==> src/rtl/regfile_pkg.sv <==
// Shared widths and the write-request type used on the register-file write-back path.
package regfile_pkg;

    localparam int unsigned DATA_W = 32;
    localparam int unsigned ADDR_W = 5;

    localparam logic [ADDR_W-1:0] REG_ZERO = '0;

    typedef struct packed {
        logic              we;
        logic [ADDR_W-1:0] addr;
        logic [DATA_W-1:0] data;
    } wb_req_t;

endpackage

==> src/rtl/regfile_wb_arbiter_if.sv <==
// Write-back bus: datapath and long-latency sources in, register-file write port
// and hazard/status signals out.
interface regfile_wb_arbiter_if #(
    parameter int unsigned DEPTH = 4
);
    import regfile_pkg::*;

    localparam int unsigned CNT_W = $clog2(DEPTH) + 1;

    logic                      dp_we;
    logic [ADDR_W-1:0]         dp_waddr;
    logic [DATA_W-1:0]         dp_wdata;
    logic                      lc_valid;
    logic                      lc_ready;
    logic [ADDR_W-1:0]         lc_waddr;
    logic [DATA_W-1:0]         lc_wdata;
    logic                      FR_WE;
    logic [ADDR_W-1:0]         FR_Waddr;
    logic [DATA_W-1:0]         FR_Wdata;
    logic [(1 << ADDR_W)-1:0]  pend_mask;
    logic                      dp_stall;
    logic [CNT_W-1:0]          q_count;

    modport master (
        output dp_we, dp_waddr, dp_wdata, lc_valid, lc_waddr, lc_wdata,
        input  lc_ready, FR_WE, FR_Waddr, FR_Wdata, pend_mask, dp_stall, q_count
    );

    modport slave (
        input  dp_we, dp_waddr, dp_wdata, lc_valid, lc_waddr, lc_wdata,
        output lc_ready, FR_WE, FR_Waddr, FR_Wdata, pend_mask, dp_stall, q_count
    );

endinterface

==> src/rtl/wb_queue.sv <==
// In-order circular buffer of long-latency writes; each entry carries a live bit that
// a newer datapath write to the same register can clear.
module wb_queue
    import regfile_pkg::*;
#(
    parameter int unsigned DEPTH = 4,
    localparam int unsigned PTR_W = $clog2(DEPTH),
    localparam int unsigned CNT_W = PTR_W + 1
) (
    input  logic                     clk,
    input  logic                     rst_n,
    input  logic                     i_push,
    input  logic [ADDR_W-1:0]        i_push_addr,
    input  logic [DATA_W-1:0]        i_push_data,
    input  logic                     i_pop,
    input  logic                     i_squash_en,
    input  logic [ADDR_W-1:0]        i_squash_addr,
    output wb_req_t                  o_head,
    output logic                     o_empty,
    output logic                     o_full,
    output logic [CNT_W-1:0]         o_count,
    output logic [(1 << ADDR_W)-1:0] o_pend_mask
);

    logic [DEPTH-1:0]  r_live;
    logic [ADDR_W-1:0] r_addr [DEPTH];
    logic [DATA_W-1:0] r_data [DEPTH];
    logic [PTR_W-1:0]  r_rd_ptr;
    logic [PTR_W-1:0]  r_wr_ptr;
    logic [CNT_W-1:0]  r_count;
    logic              w_push_live;

    // A same-cycle datapath write to the same register already supersedes this value.
    assign w_push_live = (i_push_addr != REG_ZERO) &&
                         !(i_squash_en && (i_squash_addr == i_push_addr));

    always_ff @(posedge clk or negedge rst_n) begin
        if (!rst_n) begin
            r_live   <= '0;
            r_rd_ptr <= '0;
            r_wr_ptr <= '0;
            r_count  <= '0;
        end else begin
            for (int i = 0; i < DEPTH; i++) begin
                if (i_squash_en && r_live[i] && (r_addr[i] == i_squash_addr)) begin
                    r_live[i] <= 1'b0;
                end
            end
            if (i_pop) begin
                r_live[r_rd_ptr] <= 1'b0;
                r_rd_ptr         <= r_rd_ptr + 1'b1;
            end
            if (i_push) begin
                r_live[r_wr_ptr] <= w_push_live;
                r_wr_ptr         <= r_wr_ptr + 1'b1;
            end
            if (i_push && !i_pop) begin
                r_count <= r_count + 1'b1;
            end else if (!i_push && i_pop) begin
                r_count <= r_count - 1'b1;
            end
        end
    end

    // Payload needs no reset: it is only observed through a set live bit.
    always_ff @(posedge clk) begin
        if (i_push) begin
            r_addr[r_wr_ptr] <= i_push_addr;
            r_data[r_wr_ptr] <= i_push_data;
        end
    end

    always_comb begin
        o_pend_mask = '0;
        for (int i = 0; i < DEPTH; i++) begin
            if (r_live[i]) begin
                o_pend_mask[r_addr[i]] = 1'b1;
            end
        end
    end

    assign o_head.we   = r_live[r_rd_ptr];
    assign o_head.addr = r_addr[r_rd_ptr];
    assign o_head.data = r_data[r_rd_ptr];
    assign o_empty     = (r_count == '0);
    assign o_full      = (r_count == CNT_W'(DEPTH));
    assign o_count     = r_count;

endmodule

==> src/rtl/regfile_wb_arbiter.sv <==
// Sole driver of the register-file write port: datapath writes win, queued long-latency
// writes drain in order when the datapath is idle, with a starvation stall request.
module regfile_wb_arbiter
    import regfile_pkg::*;
#(
    parameter int unsigned DEPTH        = 4,
    parameter int unsigned STARVE_LIMIT = 8
) (
    input logic                 clk,
    input logic                 rst_n,
    regfile_wb_arbiter_if.slave bus
);

    localparam int unsigned CNT_W    = $clog2(DEPTH) + 1;
    localparam int unsigned STARVE_W = $clog2(STARVE_LIMIT + 1);

    wb_req_t                  w_head;
    logic                     w_empty;
    logic                     w_full;
    logic [CNT_W-1:0]         w_count;
    logic [(1 << ADDR_W)-1:0] w_pend_mask;
    logic                     w_dp_req;
    logic                     w_push;
    logic                     w_pop;

    wb_req_t                  r_fr;
    logic [STARVE_W-1:0]      r_starve;

    assign w_dp_req = bus.dp_we && (bus.dp_waddr != REG_ZERO);
    assign w_pop    = !w_dp_req && !w_empty;
    assign w_push   = bus.lc_valid && !w_full;

    wb_queue #(
        .DEPTH (DEPTH)
    ) u_queue (
        .clk           (clk),
        .rst_n         (rst_n),
        .i_push        (w_push),
        .i_push_addr   (bus.lc_waddr),
        .i_push_data   (bus.lc_wdata),
        .i_pop         (w_pop),
        .i_squash_en   (w_dp_req),
        .i_squash_addr (bus.dp_waddr),
        .o_head        (w_head),
        .o_empty       (w_empty),
        .o_full        (w_full),
        .o_count       (w_count),
        .o_pend_mask   (w_pend_mask)
    );

    always_ff @(posedge clk or negedge rst_n) begin
        if (!rst_n) begin
            r_fr     <= '0;
            r_starve <= '0;
        end else begin
            if (w_dp_req) begin
                r_fr.we   <= 1'b1;
                r_fr.addr <= bus.dp_waddr;
                r_fr.data <= bus.dp_wdata;
            end else if (w_pop && w_head.we) begin
                r_fr <= w_head;
            end else begin
                r_fr.we <= 1'b0;
            end

            // Non-empty and not popping means the datapath took the port this cycle.
            if (w_empty || w_pop) begin
                r_starve <= '0;
            end else if (r_starve != STARVE_W'(STARVE_LIMIT)) begin
                r_starve <= r_starve + 1'b1;
            end
        end
    end

    assign bus.FR_WE     = r_fr.we;
    assign bus.FR_Waddr  = r_fr.addr;
    assign bus.FR_Wdata  = r_fr.data;
    assign bus.lc_ready  = !w_full;
    assign bus.q_count   = w_count;
    assign bus.pend_mask = w_pend_mask;
    assign bus.dp_stall  = (r_starve >= STARVE_W'(STARVE_LIMIT));

endmodule

==> src/flat_wrapper.sv <==
// flat-port wrapper written by rule: the top's interface ports become plain ports
module regfile_wb_arbiter_flat import regfile_pkg::*;
#(
    parameter int unsigned DEPTH        = 4,
    parameter int unsigned STARVE_LIMIT = 8
)
  (clk, rst_n, bus_dp_we, bus_dp_waddr, bus_dp_wdata, bus_lc_valid, bus_lc_waddr, bus_lc_wdata, bus_lc_ready, bus_FR_WE, bus_FR_Waddr, bus_FR_Wdata, bus_pend_mask, bus_dp_stall, bus_q_count);
  regfile_wb_arbiter_if #(.DEPTH(DEPTH)) bus_i ();
  input logic clk;
  input logic rst_n;
  input wire logic [$bits(bus_i.dp_we)-1:0] bus_dp_we;
  input wire logic [$bits(bus_i.dp_waddr)-1:0] bus_dp_waddr;
  input wire logic [$bits(bus_i.dp_wdata)-1:0] bus_dp_wdata;
  input wire logic [$bits(bus_i.lc_valid)-1:0] bus_lc_valid;
  input wire logic [$bits(bus_i.lc_waddr)-1:0] bus_lc_waddr;
  input wire logic [$bits(bus_i.lc_wdata)-1:0] bus_lc_wdata;
  output wire logic [$bits(bus_i.lc_ready)-1:0] bus_lc_ready;
  output wire logic [$bits(bus_i.FR_WE)-1:0] bus_FR_WE;
  output wire logic [$bits(bus_i.FR_Waddr)-1:0] bus_FR_Waddr;
  output wire logic [$bits(bus_i.FR_Wdata)-1:0] bus_FR_Wdata;
  output wire logic [$bits(bus_i.pend_mask)-1:0] bus_pend_mask;
  output wire logic [$bits(bus_i.dp_stall)-1:0] bus_dp_stall;
  output wire logic [$bits(bus_i.q_count)-1:0] bus_q_count;
  assign bus_i.dp_we = bus_dp_we;
  assign bus_i.dp_waddr = bus_dp_waddr;
  assign bus_i.dp_wdata = bus_dp_wdata;
  assign bus_i.lc_valid = bus_lc_valid;
  assign bus_i.lc_waddr = bus_lc_waddr;
  assign bus_i.lc_wdata = bus_lc_wdata;
  assign bus_lc_ready = bus_i.lc_ready;
  assign bus_FR_WE = bus_i.FR_WE;
  assign bus_FR_Waddr = bus_i.FR_Waddr;
  assign bus_FR_Wdata = bus_i.FR_Wdata;
  assign bus_pend_mask = bus_i.pend_mask;
  assign bus_dp_stall = bus_i.dp_stall;
  assign bus_q_count = bus_i.q_count;
  regfile_wb_arbiter #(.DEPTH(DEPTH), .STARVE_LIMIT(STARVE_LIMIT)) u_core (.clk(clk), .rst_n(rst_n), .bus(bus_i));
endmodule
==> config.mk <==
export PLATFORM = sky130hd
export DESIGN_NAME = regfile_wb_arbiter_flat
export DESIGN_NICKNAME = d
export VERILOG_FILES = /design/src/rtl/regfile_pkg.sv /design/src/rtl/regfile_wb_arbiter_if.sv /design/src/rtl/wb_queue.sv /design/src/rtl/regfile_wb_arbiter.sv /design/src/flat_wrapper.sv
export SDC_FILE = /design/constraint.sdc
export NUM_CORES = 1
export LEC_CHECK = 0
export ABC_AREA = 1
export CAP_MARGIN = 10
export CORE_MARGIN = 5
export CORE_UTILIZATION = 56
export DETAILED_ROUTE_END_ITERATION = 10
export GPL_TIMING_DRIVEN = 0
export PLACE_DENSITY = 0.94
export REMOVE_ABC_BUFFERS = 1
export SYNTH_ARGS = -nofsm -noshare
export SYNTH_HDL_FRONTEND = slang
export SYNTH_SLANG_ARGS = --single-unit
==> constraint.sdc <==
create_clock -name clk -period 2.8 [get_ports clk]
set_input_delay 0.56 -clock clk [delete_from_list [all_inputs] [get_ports clk]]
set_output_delay 0.56 -clock clk [all_outputs]
set_load 0.05 [all_outputs]
==> impl_metrics.csv <==
group,metric,value,unit
clocking,cts_buffers,20,
floorplan,io_pins,153,
timing,skew,23.64,ps
outcome,outcome,"complete, but fails checks",
finish,nFillCells,1207,
routing,wl_per_cell,19.54,µm
floorplan,die_area,20300,µm²
timing,setup_viol,1,
clocking,tritoncts,"built",
critical_path,crit_fanout,8,
grt,grt_pass1_wl,42200,µm
pwr,comb_power_share,42.6,%
finish,nets,1235,
placement,hpwl,17070,µm
grt,grt_max_degree,49,
pwr,switching_share,42.82,%
synthesis,synth_edf_count,148,
routing,drt_iter0_drc,754,
synthesis,yosysWarningCount,0,
flow_run,cap_viol_max_count,0,
finish,final_common_cell,"nand2_1",
routing,antenna_left,0,
clocking,clk_latency,500,ps
pwr,p_switching,5.637,mW
critical_path,ff2ff_setup_slack,160,ps
synthesis,synth_top_flop_cell,"edfxtp_1",
synthesis,synthArstFlopShare,26.37,%
synthesis,ys_seq_area_share,58.70,%
critical_path,reg2reg_to,"u_core.bus.FR_Wdata[24]$_DFFE_PN0P_",
floorplan,initial_core_util,57.03,%
clocking,cts_root_buf,"clkbuf_16",
pwr,p_seq_share,35.7,%
timing,worstMarginPinSlew,730.7,ps
floorplan,rows,48,
routing,routed_via_density,5.807,
outcome,violations,"negative setup slack",
critical_path,worst_setup_path_start_kind,"flop",
pwr,leakagePower,5.079,nW
grt,grt_usage,26.35,%
critical_path,endpoint_kind,"primary output",
synthesis,ys_ff_latch,201,
timing,slew_violations,0,
finish,layout-drive-gt1-share,12.42,%
grt,antenna_found_initial,1,
finish,design_area,12290,µm²
synthesis,avgSynthCellArea,9.714,µm²
critical_path,cp.arrival,2260,ps
grt,overflow,0,
grt,gr-usage-met1,33.60,%
synthesis,netlist_instances,1012,
grt,grt_pass1_vias,8114,
finish,layout_common_cells,"351 x nand2_1, 148 x edfxtp_1, 129 x nand3_1",
clocking,h-tree-depth,1,
critical_path,reg2reg_depth,9,
clocking,cts.clk_slew.worst_paths,70,ps
placement,io_buffers,152,
grt,use_met3,5.074,%
clocking,max-clock-path-buffers,3,
clocking,cts_sinks,201,
hold_path,holdCritPathClass,"in -> async",
timing,max_freq,354.3,MHz
pwr,pwr-share-clk,21.6,%
pwr,powerDensity,1071,nW/µm²
finish,area_delta_synth_final,25.06,%
synthesis,ys_types,36,
routing,drc_errors,0,
routing,dr.pass1.iters,5,
finish,n_antenna_cell,0,
timing,fin_crit_sh,100.8,%
critical_path,r2r_start,"u_core.u_queue.r_rd_ptr[0]$_DFFE_PN0P_",
timing,relSlewSlack,51.29,%
floorplan,dieHeight,142.5,µm
timing,rsz0062_at_grt,"yes",
critical_path,crit_required,2240,ps
pwr,internal_power,7.528,mW
grt,busiest_layer,"met2",
timing,hold_viol_final,0,
routing,vias,8037,
synthesis,synthesis.area,9831,µm²
critical_path,critical_path_class,"reg -> out",
floorplan,core-area,17240,µm²
placement,place.gp.congestion,0.9564,
timing,finalWorstSetupSlack,-22.53,ps
placement,placed_area,11480,µm²
grt,use_met2,45.35,%
pwr,total_power,13.16,mW
floorplan,die_w,142.5,µm
routing,wirelength,27050,µm
timing,period_needed,2823,ps
pwr,peakVddDrop,0.0007241,V
-- registers in the layout (all words and copies together) (netlist names) --
signal,count
u_core.bus.FR_WE,1
u_core.bus.FR_Waddr,5
u_core.bus.FR_Wdata,32
u_core.r_starve,4
u_core.u_queue.o_count,3
u_core.u_queue.r_addr,20
u_core.u_queue.r_data,128
u_core.u_queue.r_live,4
u_core.u_queue.r_rd_ptr,2
u_core.u_queue.r_wr_ptr,2
-- kinds of logic (layout without fill, tap and decap cells) --
| logic type | Yosys count | after routing | synth area share [%] |
|---|---|---|---|
| and+or+nand+nor | 548 | 550 | 23.56 |
| AOI/OAI and AO/OA | 114 | 114 | 8.897 |
| xor gates and xnor gates | 20 | 20 | 1.782 |
| DFF | 201 | 201 | 58.70 |
| adders and majority gates | 12 | 12 | 1.604 |
| buffers and inverters | 117 | 262 | 5.460 |
-- critical path: stages, from the launching register on --
cell	delay, ps
dfrtp_1	490
nand3_1	370
o22ai_1	160
or2_2	310
clkdlybuf4s15_1	450
-- Yosys cell counts (all sizes together), types with 7 or more instances --
cell type / n / share of area, %
nand2: 355 / 14
edfxtp: 148 / 45
nand3: 139 / 7.2
inv: 65 / 2.5
dfrtp: 53 / 13
buf: 45 / 2.7
o211ai: 32 / 3.5
o22ai: 32 / 2.0
nor2: 27 / 1.1
or2: 18 / 1.1
o21ai: 14 / 0.71
a21oi: 13 / 0.66
o221ai: 13 / 1.2
xor2: 13 / 1.2
ha: 11 / 1.4
xnor2: 7 / 0.62
-- metal layers --
layer | up-vias | wire length, µm
li1 | 3754 | -
met1 | 3779 | 10380
met2 | 419 | 13320
met3 | 83 | 2576
met4 | 2 | 761
met5 | - | 11
-- per-stage QoR --
step / setup slack [ps] / utilization, % / TNS, ps / cells / hold WS, ps
after CTS: 2.664 / 71.30 / 0 / 1382 / 125.9
after detailed placement: -1724 / 66.62 / -66930 / 1345 / 465.2
after global placement: -2893 / 65.82 / -175190 / 1338 / 462.6
after floorplan: -893.5 / - / -34200 / 961 / 264.4
after global routing: -90.94 / 71.33 / -333.7 / 1384 / 150.6
final: -22.53 / 71.33 / -22.53 / 1384 / 113.3
-- final cells by class --
| class | count | area, µm² | share of cell area, % |
|---|---|---|---|
| clock buffers | 21 | 504.2 | 4.101 |
| clock inverters | 15 | 197.7 | 1.608 |
| inverters | 66 | 270.3 | 2.198 |
| multi-input cells | 696 | 3628 | 29.51 |
| flip-flops and latches | 201 | 5776 | 46.98 |
| well taps | 225 | 281.5 | 2.290 |
| repair buffers | 160 | 1637 | 13.31 |
-- power groups by stage --
stage	sequential, mW	combinational [mW]	clock (mW)
after floorplan	5.67	2.55	0
after global placement	4.78	5.21	0
after global routing	4.80	6.11	2.99
after CTS	4.68	5.61	2.87
final	4.71	5.61	2.85
after detailed placement	4.70	5.55	0
-- what timing repair did --
item | 4_1_cts | 5_1_grt
pin swaps | 1 | 1
setup endpoints to repair | 72 | 32
cloned | 1 | 1
hold buffers | 0 | 0
buffers inserted | 0 | 1
resized for setup | 99 | 35
-- worst max path at each step --
stage,from,to,depth (start not counted)
final,u_core.u_queue.r_live[2]$_DFF_PN0_,bus_pend_mask[7],4
after global placement,u_core.u_queue.r_rd_ptr[0]$_DFFE_PN0P_,u_core.bus.FR_Waddr[3]$_DFFE_PN0P_,8
after detailed placement,bus_dp_waddr[4],u_core.bus.FR_Wdata[10]$_DFFE_PN0P_,8
after CTS,u_core.u_queue.r_addr[2][1]$_DFFE_PP_,bus_pend_mask[19],4
after global routing,u_core.u_queue.r_addr[2][0]$_DFFE_PP_,bus_pend_mask[7],4
after floorplan,u_core.u_queue.r_rd_ptr[0]$_DFFE_PN0P_,u_core.bus.FR_Wdata[0]$_DFFE_PN0P_,8
Power figures use the tool's default switching activity.
